==> src/rtl/rr_mux_4to1.sv <==
// 4-to-1 round-robin merging mux; each output word is tagged with its source lane.
// Define RR_MUX_PKT_LOCK_EN to hold a granted lane until its in_last beat.
module rr_mux_4to1 #(
  parameter int WIDTH = 8
) (
  input  logic             clk,
  input  logic             rst,
  input  logic [3:0]       in_valid,
  input  logic [WIDTH-1:0] in_data0,
  input  logic [WIDTH-1:0] in_data1,
  input  logic [WIDTH-1:0] in_data2,
  input  logic [WIDTH-1:0] in_data3,
`ifdef RR_MUX_PKT_LOCK_EN
  input  logic [3:0]       in_last,
`endif
  output logic [3:0]       in_ready,
  output logic             out_valid,
  output logic [WIDTH-1:0] out_data,
  output logic [1:0]       out_sel,
  input  logic             out_ready
);

  logic [1:0]       rr_ptr;
  logic             load_ok;
  logic [3:0]       eligible;
  logic [1:0]       grant;
  logic             found;
  logic             accept;
  logic [WIDTH-1:0] grant_data;

  assign load_ok = !out_valid || out_ready;

`ifdef RR_MUX_PKT_LOCK_EN
  localparam logic ARB  = 1'b0;
  localparam logic LOCK = 1'b1;

  logic       state;
  logic [1:0] lock_lane;
  logic       grant_last;

  // While locked only the owning lane may compete.
  assign eligible = (state == LOCK) ?
                    (in_valid & (4'b0001 << lock_lane)) :
                    in_valid;
  assign grant_last = in_last[grant];
`else
  assign eligible = in_valid;
`endif

  // Search from rr_ptr upward, wrapping mod 4.
  always_comb begin
    found = 1'b0;
    grant = rr_ptr;
    for (int i = 0; i < 4; i++) begin
      if (!found && eligible[rr_ptr + 2'(i)]) begin
        found = 1'b1;
        grant = rr_ptr + 2'(i);
      end
    end
  end

  always_comb begin
    in_ready = 4'b0000;
    if (!rst && load_ok && found)
      in_ready = 4'b0001 << grant;
  end

  assign accept = |in_ready;

  always_comb begin
    grant_data = '0;
    unique case (grant)
      2'd0: grant_data = in_data0;
      2'd1: grant_data = in_data1;
      2'd2: grant_data = in_data2;
      2'd3: grant_data = in_data3;
      default: grant_data = '0;
    endcase
  end

  always_ff @(posedge clk) begin
    if (rst) begin
      out_valid <= 1'b0;
      out_data  <= '0;
      out_sel   <= 2'd0;
    end else if (accept) begin
      out_valid <= 1'b1;
      out_data  <= grant_data;
      out_sel   <= grant;
    end else if (out_ready) begin
      out_valid <= 1'b0;
    end
  end

`ifdef RR_MUX_PKT_LOCK_EN
  // Pointer moves only when a packet ends.
  always_ff @(posedge clk) begin
    if (rst) begin
      rr_ptr    <= 2'd0;
      state     <= ARB;
      lock_lane <= 2'd0;
    end else if (accept) begin
      unique case (1'b1)
        (state == ARB): begin
          if (grant_last) begin
            rr_ptr <= grant + 2'd1;
          end else begin
            lock_lane <= grant;
            state     <= LOCK;
          end
        end
        (state == LOCK): begin
          if (grant_last) begin
            rr_ptr <= lock_lane + 2'd1;
            state  <= ARB;
          end
        end
        default: state <= ARB;
      endcase
    end
  end
`else
  always_ff @(posedge clk) begin
    if (rst)
      rr_ptr <= 2'd0;
    else if (accept)
      rr_ptr <= grant + 2'd1;
  end
`endif

endmodule
==> config.mk <==
export PLATFORM = sky130hd
export DESIGN_NAME = rr_mux_4to1
export DESIGN_NICKNAME = d
export VERILOG_FILES = /design/src/rtl/rr_mux_4to1.sv
export SDC_FILE = /design/constraint.sdc
export NUM_CORES = 1
export LEC_CHECK = 0
export CORE_MARGIN = 4
export CORE_UTILIZATION = 38
export CTS_BUF_LIST = sky130_fd_sc_hd__clkbuf_4
export CTS_CLUSTER_DIAMETER = 30
export DETAILED_ROUTE_END_ITERATION = 16
export PLACE_DENSITY_LB_ADDON = 0.2
export REMOVE_ABC_BUFFERS = 1
export SYNTH_ARGS = -nofsm -noshare
export SYNTH_HDL_FRONTEND = slang
export SYNTH_SLANG_ARGS = --single-unit
==> constraint.sdc <==
create_clock -name clk -period 2.57 [get_ports clk]
set_input_delay 0.3855 -clock clk [delete_from_list [all_inputs] [get_ports clk]]
set_output_delay 0.3855 -clock clk [all_outputs]
set_load 0.01 [all_outputs]
# Word-level counts from Yosys, hierarchy flattened
# Index checks and enable logic that the tools add are counted.
# classes
addsub	4
order_cmp	4
n_eq_ne	3
n_shift	1
mux	19
reduce_logical	14
# ops
op	n
8-bit one-hot mux with 4 select lines	1
2-bit by 3-bit less-than comparator with 1-bit output (second input constant)	4
1-bit 2-to-1 mux	10
1-bit binary-select mux with 2-bit select	4
2-bit 2-to-1 mux	3
1-bit logical AND	5
1-bit zero test	5
2-bit by 1-bit adder with 2-bit output (second input constant)	2
2-bit adder (second input constant)	2
2-bit equality test (second input constant)	2
4-bit 2-to-1 mux	1
4-bit OR reduction	1
1-bit by 2-bit << shifter with 4-bit output (first input constant)	1
2-bit by 1-bit equality test with 1-bit output (second input constant)	1
2-bit zero test	1
2-bit nonzero test	1
1-bit logical OR	1
# totals
register_bits	13
input_bits	39
output_inout_bits	15
word_cells	49

# Logic depth before layout (Yosys ltp)
# Gate-level depths: netlist of run 1.
# depth
ltp_word	16
mapped_depth	11
mapped_depth_nobuf	9

# Least setup slack after synthesis of run 1
# OpenSTA, ideal clock, no wires.
# synth_timing
path_type	input-to-reg
from	input in_valid[2]
to	register out_sel[0]
setup_time_ns	0.116
arrival_ns	2.241
t_required_ns	2.454
path_slack_ns	0.213
cell_stages	10
n_path_buf	2
cell_sequence	or2_2 -> a21oi_1 -> o21a_1 -> inv_1 -> ha_1 -> buf_2 -> nor4_2 -> nor4_4 -> buf_6 -> a31o_2
# synth_via
elab_chain_cells	15
elab_cells_between_ends	25
cone_classes	shift (1); mux (16); reduce/logical (8)
# synth_lines
element	line	source
from (decl)	8	input logic [3:0] in_valid,
1-bit binary-select mux with 2-bit select	55	if (!found && eligible[rr_ptr + 2'(i)]) begin
1-bit 2-to-1 mux (not written as such)	55	
1-bit 2-to-1 mux	55	
1-bit zero test	55	
1-bit logical AND	55	
1-bit 2-to-1 mux	55	
1-bit zero test	55	
1-bit logical AND	55	
1-bit 2-to-1 mux	55	
1-bit zero test	55	
1-bit logical AND	55	
2-bit 2-to-1 mux (*)	55	
named net grant[1]	26	logic [1:0] grant;
1-bit by 2-bit << shifter with 4-bit output (*)	65	in_ready = 4'b0001 << grant;
4-bit 2-to-1 mux (*)	64	if (!rst && load_ok && found)
4-bit OR reduction (*)	68	assign accept = |in_ready;
to (signal assigned)	89	out_sel <= grant;
to (decl)	19	output logic [1:0] out_sel,
# Mark *: on every way through the listed nets, which the timed path passes. The rest lies on a longest branch. The select of a mux whose other input is x is not followed.
# A chain may end at the register's enable or synchronous reset.

# Worst setup path in the final report of run 1
# layout_timing
from	input in_valid[3]
to	output in_ready[3]
# layout_via
elab_chain_cells	14
elab_cells_between_ends	24
cone_classes	shift (1); mux (16); reduce/logical (7)
# layout_lines
element	line	source
1-bit binary-select mux with 2-bit select	55	
1-bit 2-to-1 mux (not written as such)	55	
1-bit 2-to-1 mux	55	
1-bit zero test	55	
1-bit logical AND	55	
1-bit 2-to-1 mux	55	
1-bit zero test	55	
1-bit logical AND	55	
1-bit 2-to-1 mux	55	
1-bit zero test	55	
1-bit logical AND	55	
2-bit 2-to-1 mux (*)	55	
named net grant[0]	26	
1-bit by 2-bit << shifter with 4-bit output (*)	65	
4-bit 2-to-1 mux (*)	64	
to (decl)	16	output logic [3:0] in_ready,
# Marked as above.

==> flow_metrics.py, run 1 <==
metrics = {
    "logic_synthesis": {
        "synth_top_area_share_pct": 29.71,
        "synth_area_sq_um": 875.8,
        "synth_cells": 102,
        "synth.top_cells.by_area": "dfxtp_1 (30%), mux2i_1 (10%), a222oi_1 (9.1%), ha_1 (7.1%), nor2_1 (6.0%)",
        "synth_simple_gate_area_share_pct": 26.86,
        "synth_top_family_by_area": "simple AND/OR/NAND/NOR gates",
        "synthXorXnorAreaFrac_pct": 0,
        "synth.mux.area_fraction_pct": 10.29,
        "yosysWarningCount": 0,
        "synth_cell_types": 28,
        "synth_compound_area_share_pct": 21.14,
        "synth_fa_ha_area_share_pct": 7.143,
        "synth_area_leader_cell": "dfxtp_1",
        "yosysSeqAreaShare_pct": 29.71,
        "synth_area_per_cell_sq_um": 8.587,
        "ys_seq_elements": 13,
    },
    "power": {
        "power.share.clock_pct": 13.4,
        "power_density_nw_per_um2": 588.0,
        "ir_worst_vdd_v": 0.0005554,
        "intPower_mw": 0.6083,
        "seqPwrFrac_pct": 27.7,
        "p_leak_nw": 0.6510,
        "p_comb_share_pct": 58.9,
        "power.switching_mw": 0.3481,
        "p_sw_share_pct": 36.40,
    },
    "floorplan": {
        "die_area_sq_um": 3137,
        "ioPinCount": 54,
        "std_cell_rows": 17,
        "core_area_sq_um": 2212,
        "die_width_um": 56.01,
        "start_util_pct": 39.59,
        "dieHeight_um": 56.01,
    },
    "placement": {
        "dp_hpwl_um": 2335,
        "io_buffer_count": 53,
        "dpl_worst_slack_ns": -0.5047,
        "postPlaceCellArea_sq_um": 1515,
        "gp_congestion": 0.7303,
    },
    "worst_setup_path": {
        "worst-path-max-fanout": 9,
        "cp_data_required_time_ns": 2.18,
        "timing.rr.end": "out_data[5]$_SDFFE_PP0P_",
        "worstSetupPathType": "in -> out",
        "r2r_slack_ns": 0.31,
        "cp.arrival_ns": 2.11,
        "crit_path_end_kind": "primary output",
        "r2r-start": "rr_ptr[1]$_SDFFE_PP0P_",
        "startpoint_type": "primary input",
        "r2r_cells": 10,
    },
    "clock_tree": {
        "clkTransAtPathRegs_ns": 0.08,
        "clock_latency_ns": 0.28,
        "cts_made_buffers": 3,
        "clk_path_buf_depth": 2,
        "cts.htree.levels": 1,
        "cts.sinks": 13,
        "postCtsHoldBufs": 0,
        "cts_tree": "yes",
        "root_buffer": "clkbuf_4",
    },
    "global_routing": {
        "antenna_found_initial": 0,
        "grt_pass1_vias": 1060,
        "grt_pass1_wl_um": 5154,
        "overflow": 0,
        "grt_start_max_net_pins": 17,
        "grt.total_usage_pct": 20.43,
    },
    "hold_path": {
        "hold_start": "out_data[1]$_SDFFE_PP0P_",
        "min_to": "out_data[1]$_SDFFE_PP0P_",
        "min_path_type": "reg -> reg",
        "min_delay_path_depth": 2,
    },
    "timing": {
        "finalCritPeriodShare_pct": 97.10,
        "rsz0062_at_grt": "no",
        "clock.fmax_ghz": 0.4007,
        "final.setup_skew_ns": 0.003298,
        "max_slew_margin_pct": 65.89,
        "fin_ws_ns": 0.07453,
        "min_period_ns": 2.495,
        "finalSetupViolations": 0,
        "worstMarginPinSlew_ns": 0.5116,
        "finalMaxSlewViolations": 0,
        "hold_viol": 0,
    },
    "layout": {
        "design_area_sq_um": 1627,
        "postLayoutCoreUtil_pct": 73.53,
        "antenna_cells": 0,
        "nets": 216,
        "layout-drive-gt1-share_pct": 25.15,
        "syn_to_final_growth_pct": 85.71,
    },
    "run_status": {
        "status": "complete, no violations",
    },
    "run": {
        "maxCapViolCount": 0,
    },
    "routing": {
        "wl_per_cell_um": 15.41,
        "wl_um": 3067,
        "drt-pass1-iter-count": 6,
        "via_per_inst": 5.201,
        "remaining_drc_errors": 0,
        "drt_iter0_markers": 44,
        "vias": 1035,
        "ant_nets": 0,
    },
}
==> how the worst max path moves through the flow <==
stage	start	end	slack, ns	cells past startpoint
6_report	in_valid[3]	in_ready[3]	0.07	9
5_1_grt	in_valid[3]	in_ready[3]	0.009	9
4_1_cts	in_valid[3]	in_ready[2]	0.008	9
3_5_place_dp	in_valid[0]	out_data[2]$_SDFFE_PP0P_	-0.50	10
3_3_place_gp	in_valid[0]	out_sel[0]$_SDFFE_PP0P_	-0.39	10
2_1_floorplan	in_valid[3]	out_sel[0]$_SDFFE_PP0P_	0.01	8
==> registers in the layout, summed over array words and instances (netlist names) <==
register,flops
out_sel,2
out_data,8
rr_ptr,2
out_valid,1
==> stage by stage <==
step | hold slack [ns] | std cells | setup TNS (ns) | power (mW)
after floorplan | 0.4501 | 95 | 0 | 0.5257
after global placement | 0.4740 | 191 | -5.660 | 0.7493
after detailed placement | 0.4827 | 191 | -7.382 | 0.7698
after CTS | 0.5111 | 199 | 0 | 0.9394
after global routing | 0.5502 | 199 | 0 | 1.026
final | 0.5032 | 199 | 0 | 0.9564
==> placed cells by master, fill, tap and decap left out, drive strengths merged <==
master         instances
clkdlybuf4s50         46
buf                   19
nor2                  15
dfxtp                 13
nand2                 10
o21ai                 10
mux2i                  9
a222oi                 8
dlygate4sd2            5
and2                   5
ha                     5
clkbuf                 3
nor4                   3
nor2b                  2
a211oi                 2
or2b                   2
a21oi                  2
clkdlybuf4s15          2
and2b                  1
nand2b                 1
or2                    1
o21a                   1
inv                    1
nor3                   1
a311oi                 1
nor3b                  1
a31o                   1
clkinv                 1
==> power by group through the flow <==
stage / Clock (mW) / Combinational [mW] / Sequential, mW
6_report: 0.128 / 0.563 / 0.265
5_1_grt: 0.145 / 0.611 / 0.271
4_1_cts: 0.135 / 0.541 / 0.264
3_5_place_dp: 0 / 0.503 / 0.267
3_3_place_gp: 0 / 0.484 / 0.265
2_1_floorplan: 0 / 0.248 / 0.278
==> final cells by class <==
| cell class | instances | area, sq um |
|---|---|---|
| Inverter | 1 | 3.754 |
| Tap cell | 28 | 35.03 |
| Sequential cell | 13 | 261.5 |
| Clock inverter | 1 | 5.005 |
| Clock buffer | 3 | 22.52 |
| Timing Repair Buffer | 72 | 688.2 |
| Fill cell | 166 | 585.6 |
| Multi-Input combinational cell | 81 | 610.6 |
==> logic make-up (layout without fill, tap and decap cells) <==
logic type | count (synthesis) | in the layout
adder cells (fa/ha/maj) | 5 | 5
AND/OR/NAND/NOR | 42 | 42
buffers and inverters | 8 | 77
multiplexers | 9 | 9
AO/OA/AOI/OAI | 25 | 25
flip-flops | 13 | 13
==> critical path: stages <==
cell	delay (ns)
clkdlybuf4s50_1	0.41
buf_4	0.16
a211oi_2	0.16
nor2_2	0.08
and2_4	0.17
ha_2	0.19
buf_6	0.14
and2_1	0.13
dlygate4sd2_1	0.28
==> cells in the mapped netlist <==
cell	instances
o21a_1	1
a31o_2	1
a311oi_1	1
a222oi_1	8
ha_1	5
nor2_1	14
and2_1	5
o21ai_0	10
nor2b_1	2
buf_2	4
a211oi_1	1
nor3_1	1
nand2_1	10
mux2i_1	9
inv_1	1
buf_6	1
and2b_2	1
or2b_1	2
nor4_2	2
dfxtp_1	13
nor4_4	1
nor3b_1	1
a21oi_1	2
a211oi_2	1
or2_2	1
nor2_2	1
clkbuf_1	2
nand2b_1	1
==> per-layer routing <==
metal | wire length, um | vias up | global-route usage (%)
met5 | 0 | - | 0
met4 | 51 | 0 | 5.763
met3 | 178 | 6 | 6.961
met2 | 1589 | 36 | 35.39
met1 | 1249 | 480 | 23.62
li1 | - | 513 | -
==> repair_timing <==
| action | CTS | global route |
|---|---|---|
| endpoints found under the hold margin | 0 | 0 |
| buffers inserted | 4 | 0 |
| resized for setup | 16 | 10 |
| pin swaps | 5 | 4 |
| setup endpoints to repair | 17 | 3 |
Note: power is estimated with default switching activity, not from simulation.
==> inputs of run 2 (changes only) <==
--- a/config.mk
+++ b/config.mk
@@ -5,13 +5,14 @@
 export SDC_FILE = /design/constraint.sdc
 export NUM_CORES = 1
 export LEC_CHECK = 0
-export CORE_MARGIN = 4
+export CORE_MARGIN = 1.5
 export CORE_UTILIZATION = 38
 export CTS_BUF_LIST = sky130_fd_sc_hd__clkbuf_4
 export CTS_CLUSTER_DIAMETER = 30
 export DETAILED_ROUTE_END_ITERATION = 16
 export PLACE_DENSITY_LB_ADDON = 0.2
 export REMOVE_ABC_BUFFERS = 1
+export SKIP_CTS_REPAIR_TIMING = 1
 export SYNTH_ARGS = -nofsm -noshare
 export SYNTH_HDL_FRONTEND = slang
 export SYNTH_SLANG_ARGS = --single-unit
==> run 2 against run 1 <==
Critical path depth up 2. Total power grew 4.9%. Cell count decreased by 0.50%. Clock skew grew 0.0070 ns. Global-route usage rose by 2.4 points. Cell area rose by 1.5%. Clock power up 17%. Non-clock buffer count down 1. Die area decreased by 17%. Core utilization is 1.9 points higher. Critical endpoint is now rr_ptr[0]$_SDFFE_PP0P_. Largest cell class unchanged. Highest routed layer unchanged.
==> flow_metrics.py, run 2 (synthesis results as in run 1) <==
metrics = {
    "run_status": {
        "status": "complete, no violations",
    },
    "worst_setup_path": {
        "crit_buf_inv": 5,
        "r2r_slack_ns": 0.10,
        "r2r-start": "rr_ptr[1]$_SDFFE_PP0P_",
        "startpoint_type": "primary input",
        "r2r_cells": 10,
        "path_delay_family": "buffers and inverters",
        "slowest_delay_ns": 0.42,
        "cp_cell_sequence": "clkdlybuf4s50_1, buf_4, o21ai_0, o21a_2, inv_1, ha_1, buf_4, nor4_4, nor4_4, buf_4, a311oi_2",
        "cp_data_required_time_ns": 2.76,
        "slowest_stage": "clkdlybuf4s50_1",
        "timing.rr.end": "rr_ptr[0]$_SDFFE_PP0P_",
        "worstSetupPathType": "in -> reg",
        "cp.arrival_ns": 2.68,
        "worst_path_most_repeated_cell": "buf_4",
        "crit_path_end_kind": "flop",
        "worst-path-max-fanout": 9,
    },
    "global_routing": {
        "grt_pass1_vias": 1011,
        "grt_pass1_wl_um": 4416,
        "grt.total_usage_pct": 22.78,
        "antenna_found_initial": 0,
        "overflow": 0,
        "grt_start_max_net_pins": 17,
    },
    "floorplan": {
        "core_area_sq_um": 2191,
        "dieHeight_um": 51.01,
        "ioPinCount": 54,
        "die_width_um": 51.01,
        "die_area_sq_um": 2602,
        "std_cell_rows": 17,
        "start_util_pct": 39.98,
    },
    "placement": {
        "gp_congestion": 0.8869,
        "dp_hpwl_um": 2185,
        "postPlaceCellArea_sq_um": 1523,
        "io_buffer_count": 53,
    },
    "timing": {
        "finalSetupViolations": 0,
        "max_slew_margin_pct": 65.04,
        "clock.fmax_ghz": 0.4024,
        "min_period_ns": 2.485,
        "final.setup_skew_ns": 0.01034,
        "finalCritPeriodShare_pct": 96.70,
        "hold_viol": 0,
        "worstMarginPinSlew_ns": 0.5243,
        "finalMaxSlewViolations": 0,
    },
    "hold_path": {
        "hold_start": "out_data[5]$_SDFFE_PP0P_",
        "min_to": "out_data[5]$_SDFFE_PP0P_",
        "min_path_type": "reg -> reg",
        "min_delay_path_depth": 2,
    },
    "power": {
        "ir_worst_vdd_v": 0.0005942,
        "finalPower_mw": 1.004,
        "power_density_nw_per_um2": 607.7,
        "p_leak_nw": 0.7221,
    },
    "clock_tree": {
        "cts.htree.levels": 1,
        "cts_tree": "yes",
        "clk_path_buf_depth": 2,
        "clock_latency_ns": 0.29,
        "cts.sinks": 13,
        "clkTransAtPathRegs_ns": 0.08,
        "root_buffer": "clkbuf_4",
        "cts_made_buffers": 3,
    },
    "layout": {
        "largest_register_ffs": 8,
        "final_common_cell": "clkdlybuf4s50_1",
        "top_regs": "out_data: 8 flops, out_sel: 2 flops, rr_ptr: 2 flops",
        "syn_to_final_growth_pct": 88.57,
        "layout-drive-gt1-share_pct": 24.12,
        "layout.cells.most_common_list": "clkdlybuf4s50_1 (47), buf_4 (18), nor2_1 (13), dfxtp_1 (13)",
        "antenna_cells": 0,
        "register_area_sq_um": 260.3,
        "top_register": "out_data",
        "nets": 215,
        "multi_input_comb_area_sq_um": 641.9,
        "design_area_sq_um": 1652,
        "fillers": 162,
    },
    "routing": {
        "drt_iter0_markers": 44,
        "remaining_drc_errors": 0,
        "vias": 1071,
        "wl_per_cell_um": 15.84,
        "wl_um": 3137,
        "drt-pass1-iter-count": 4,
        "via_per_inst": 5.409,
        "ant_nets": 0,
    },
    "run": {
        "maxCapViolCount": 0,
    },
}
[run 2: cell count changes in the layout (fill, tap and decap cells not counted), sizes merged]
cell / before / now
clkbuf: 3 / 4
clkdlybuf4s15: 2 / 0
buf: 19 / 18
clkdlybuf4s50: 46 / 47
dlygate4sd2: 5 / 0
dlymetal6s2s: 0 / 6
clkinv: 1 / 0
[run 2: stage by stage]
stage | setup WS (ns) | cells | hold slack (ns) | utilization (%) | TNS, ns
floorplan | 0.01418 | 95 | 0.4501 | - | 0
global placement | -0.2377 | 192 | 0.4734 | 69.50 | -2.969
detailed placement | -0.3294 | 192 | 0.4896 | 69.50 | -4.332
CTS | -0.3308 | 196 | 0.5122 | 70.87 | -1.202
global route | -0.06291 | 198 | 0.5358 | 75.39 | -0.1408
finish | 0.08484 | 198 | 0.5061 | 75.39 | 0
[run 2: area by class of cell]
cell class                 instances  share of cell area (%)
inverter                           1                  0.2273
timing repair buffer              71                   41.21
multi-input combinational         81                   38.86
sequential                        13                   15.76
tap                               28                   2.121
clock buffer                       4                   1.818
[run 2: worst max path at each step]
| stage | to | startpoint | cells past startpoint | slack, ns |
|---|---|---|---|---|
| after CTS | in_ready[1] | in_valid[3] | 7 | -0.33 |
| final | rr_ptr[0]$_SDFFE_PP0P_ | in_valid[3] | 11 | 0.08 |
| after global placement | in_ready[2] | in_valid[2] | 8 | -0.24 |
| after detailed placement | rr_ptr[0]$_SDFFE_PP0P_ | in_valid[2] | 11 | -0.33 |
| after global routing | rr_ptr[0]$_SDFFE_PP0P_ | in_valid[1] | 12 | -0.06 |
| after floorplan | out_sel[0]$_SDFFE_PP0P_ | in_valid[3] | 8 | 0.01 |
[run 2: worst reg2reg max path, delay by kind of cell (launching register included)]
family                   cells  cell delay [ns]
AO/OA/AOI/OAI                3             0.64
AND/OR/NAND/NOR              3             0.59
buffers and inverters        3             0.49
flip-flops                   1             0.41
adder cells (fa/ha/maj)      1             0.24
[run 2: power breakdown]
part / internal (mW) / switching [mW] / leakage [nW]
Sequential: 0.239 / 0.0258 / 0.107
Clock: 0.0709 / 0.0793 / 0.0184
Combinational: 0.322 / 0.267 / 0.597
Total: 0.632 / 0.372 / 0.722
[run 2: routing by layer]
metal  vias up  wire length [um]  track usage (%)
li1        507                 -                -
met1       513              1240            24.64
met2        42              1597            41.34
met3         9               214            5.848
met4         0                85            9.910
met5         -                 0                0
==> inputs of run 3 (changes only) <==
--- a/config.mk
+++ b/config.mk
@@ -10,7 +10,7 @@
 export CTS_BUF_LIST = sky130_fd_sc_hd__clkbuf_4
 export CTS_CLUSTER_DIAMETER = 30
 export DETAILED_ROUTE_END_ITERATION = 16
-export PLACE_DENSITY_LB_ADDON = 0.2
+export PLACE_DENSITY = 0.82
 export REMOVE_ABC_BUFFERS = 1
 export SKIP_CTS_REPAIR_TIMING = 1
 export SYNTH_ARGS = -nofsm -noshare
==> run 3 against run 2 <==
Cell area down 3.0%. Largest power group unchanged. Worst setup slack worse by 0.019 ns. Critical endpoint is now in_ready[1]. Non-clock buffer count down 1. Via count down 3.4%. Clock skew down 0.0082 ns. Die area unchanged.
==> flow_metrics.py, run 3 (synthesis results as in run 1) <==
metrics = {
    "run_status": {
        "status": "complete, no violations",
    },
    "placement": {
        "gp_congestion": 0.7616,
        "io_buffer_count": 53,
        "dp_hpwl_um": 2111,
        "postPlaceCellArea_sq_um": 1500,
    },
    "floorplan": {
        "die_width_um": 51.01,
        "dieHeight_um": 51.01,
        "die_area_sq_um": 2602,
        "std_cell_rows": 17,
        "start_util_pct": 39.98,
        "core_area_sq_um": 2191,
        "ioPinCount": 54,
    },
    "timing": {
        "finalMaxSlewViolations": 0,
        "final.setup_skew_ns": 0.002131,
        "finalSetupViolations": 0,
        "finalCritPeriodShare_pct": 97.42,
        "max_slew_margin_pct": 68.34,
        "hold_viol": 0,
        "clock.fmax_ghz": 0.3994,
        "worstMarginPinSlew_ns": 0.4749,
        "min_period_ns": 2.504,
    },
    "routing": {
        "drt_iter0_markers": 49,
        "ant_nets": 0,
        "wl_um": 2761,
        "vias": 1035,
        "wl_per_cell_um": 14.02,
        "remaining_drc_errors": 0,
        "drt-pass1-iter-count": 4,
        "via_per_inst": 5.254,
    },
    "worst_setup_path": {
        "worst-path-max-fanout": 9,
        "crit_buf_inv": 3,
        "cp.arrival_ns": 2.12,
        "startpoint_type": "primary input",
        "worstSetupPathType": "in -> out",
        "worst_path_most_repeated_cell": "and2_1",
        "slowest_delay_ns": 0.49,
        "path_delay_family": "buffers and inverters",
        "crit_path_end_kind": "primary output",
        "cp_data_required_time_ns": 2.18,
        "slowest_stage": "clkdlybuf4s50_1",
        "cp_cell_sequence": "clkdlybuf4s50_1, and2b_2, o21ai_2, and2_1, ha_1, buf_4, and2_1, dlymetal6s2s_1",
    },
    "layout": {
        "antenna_cells": 0,
        "layout.cells.most_common_list": "clkdlybuf4s50_1 (46), buf_4 (16), nor2_1 (13), dfxtp_1 (13), nand2_1 (10)",
        "fillers": 160,
        "top_regs": "out_data: 8 flops, out_sel: 2 flops, rr_ptr: 2 flops",
        "layout-drive-gt1-share_pct": 19.53,
        "final_common_cell": "clkdlybuf4s50_1",
        "design_area_sq_um": 1602,
        "largest_register_ffs": 8,
        "top_register": "out_data",
        "syn_to_final_growth_pct": 82.86,
        "nets": 214,
    },
    "hold_path": {
        "min_path_type": "reg -> reg",
    },
    "global_routing": {
        "grt.total_usage_pct": 20.05,
        "overflow": 0,
        "grt_pass1_vias": 952,
        "antenna_found_initial": 0,
        "grt_start_max_net_pins": 17,
        "grt_pass1_wl_um": 4091,
    },
    "clock_tree": {
        "clk_path_buf_depth": 2,
        "clock_latency_ns": 0.27,
        "cts.sinks": 13,
        "cts_tree": "yes",
        "cts.htree.levels": 1,
        "clkTransAtPathRegs_ns": 0.08,
        "cts_made_buffers": 3,
        "root_buffer": "clkbuf_4",
    },
    "power": {
        "ir_worst_vdd_v": 0.0005490,
        "p_leak_nw": 0.7210,
        "power_density_nw_per_um2": 578.1,
        "finalPower_mw": 0.9258,
    },
    "run": {
        "maxCapViolCount": 0,
    },
}
-- run 3: cell types whose count changed in the layout (fill, tap and decap cells not counted), sizes merged --
cell / delta
buf: -1
clkbuf: -1
clkdlybuf4s50: -1
clkinv: +1
dlymetal6s2s: +1
-- run 3: path summary, 6_finish.rpt --
path / endpoint / slack, ns / from / cells after the start
worst min register to register: out_data[0]$_SDFFE_PP0P_ / 0.51 / out_data[0]$_SDFFE_PP0P_ / 2
worst min-delay path: out_data[0]$_SDFFE_PP0P_ / 0.51 / out_data[0]$_SDFFE_PP0P_ / 2
worst max-delay path: in_ready[1] / 0.07 / in_valid[3] / 8
worst max register to register: rr_ptr[0]$_SDFFE_PP0P_ / 0.33 / rr_ptr[0]$_SDFFE_PP0P_ / 9
-- run 3: worst reg2reg max path, cell delays in order (launching register included) --
cell,delay [ns]
dfxtp_1,0.36
or2b_1,0.25
a21oi_1,0.20
nor2_2,0.07
and2_1,0.18
ha_1,0.21
nor4_2,0.32
nor4_4,0.10
buf_12,0.17
a311oi_1,0.28
-- run 3: power by group --
group          total [mW]  internal, mW  leakage [nW]  switching, mW
sequential          0.262         0.239         0.107         0.0231
combinational       0.540         0.300         0.597          0.240
clock               0.124        0.0576        0.0177         0.0663
total               0.926         0.597         0.721          0.329
-- run 3: layer usage --
| layer | GRT usage (%) | up-vias | routed length [um] |
|---|---|---|---|
| met4 | 4.054 | 0 | 21 |
| li1 | - | 509 | - |
| met2 | 34.20 | 44 | 1385 |
| met1 | 25.81 | 480 | 1127 |
| met5 | 0 | - | 0 |
| met3 | 4.386 | 2 | 227 |
-- run 3: through the flow --
step                      instances  utilization (%)  hold WS (ns)  setup slack, ns  setup TNS (ns)
after CTS                       193            69.73        0.5172          -0.4546          -4.788
after global routing            197            73.10        0.5430        -0.003559       -0.003559
after floorplan                  95                -        0.4501          0.01418               0
final                           197            73.10        0.5106          0.06625               0
after global placement          189            68.48        0.4745          -0.4069          -6.016
after detailed placement        189            68.48        0.4962          -0.5990          -8.350
-- run 3: layout make-up --
type,count,area [sq um],share of cell area [%]
Clock inverter,1,5.005,0.3125
Timing Repair Buffer,70,688.2,42.97
Multi-Input combinational cell,81,586.8,36.64
Tap cell,28,35.03,2.187
Clock buffer,3,22.52,1.406
Sequential cell,13,260.3,16.25
Inverter,1,3.754,0.2344
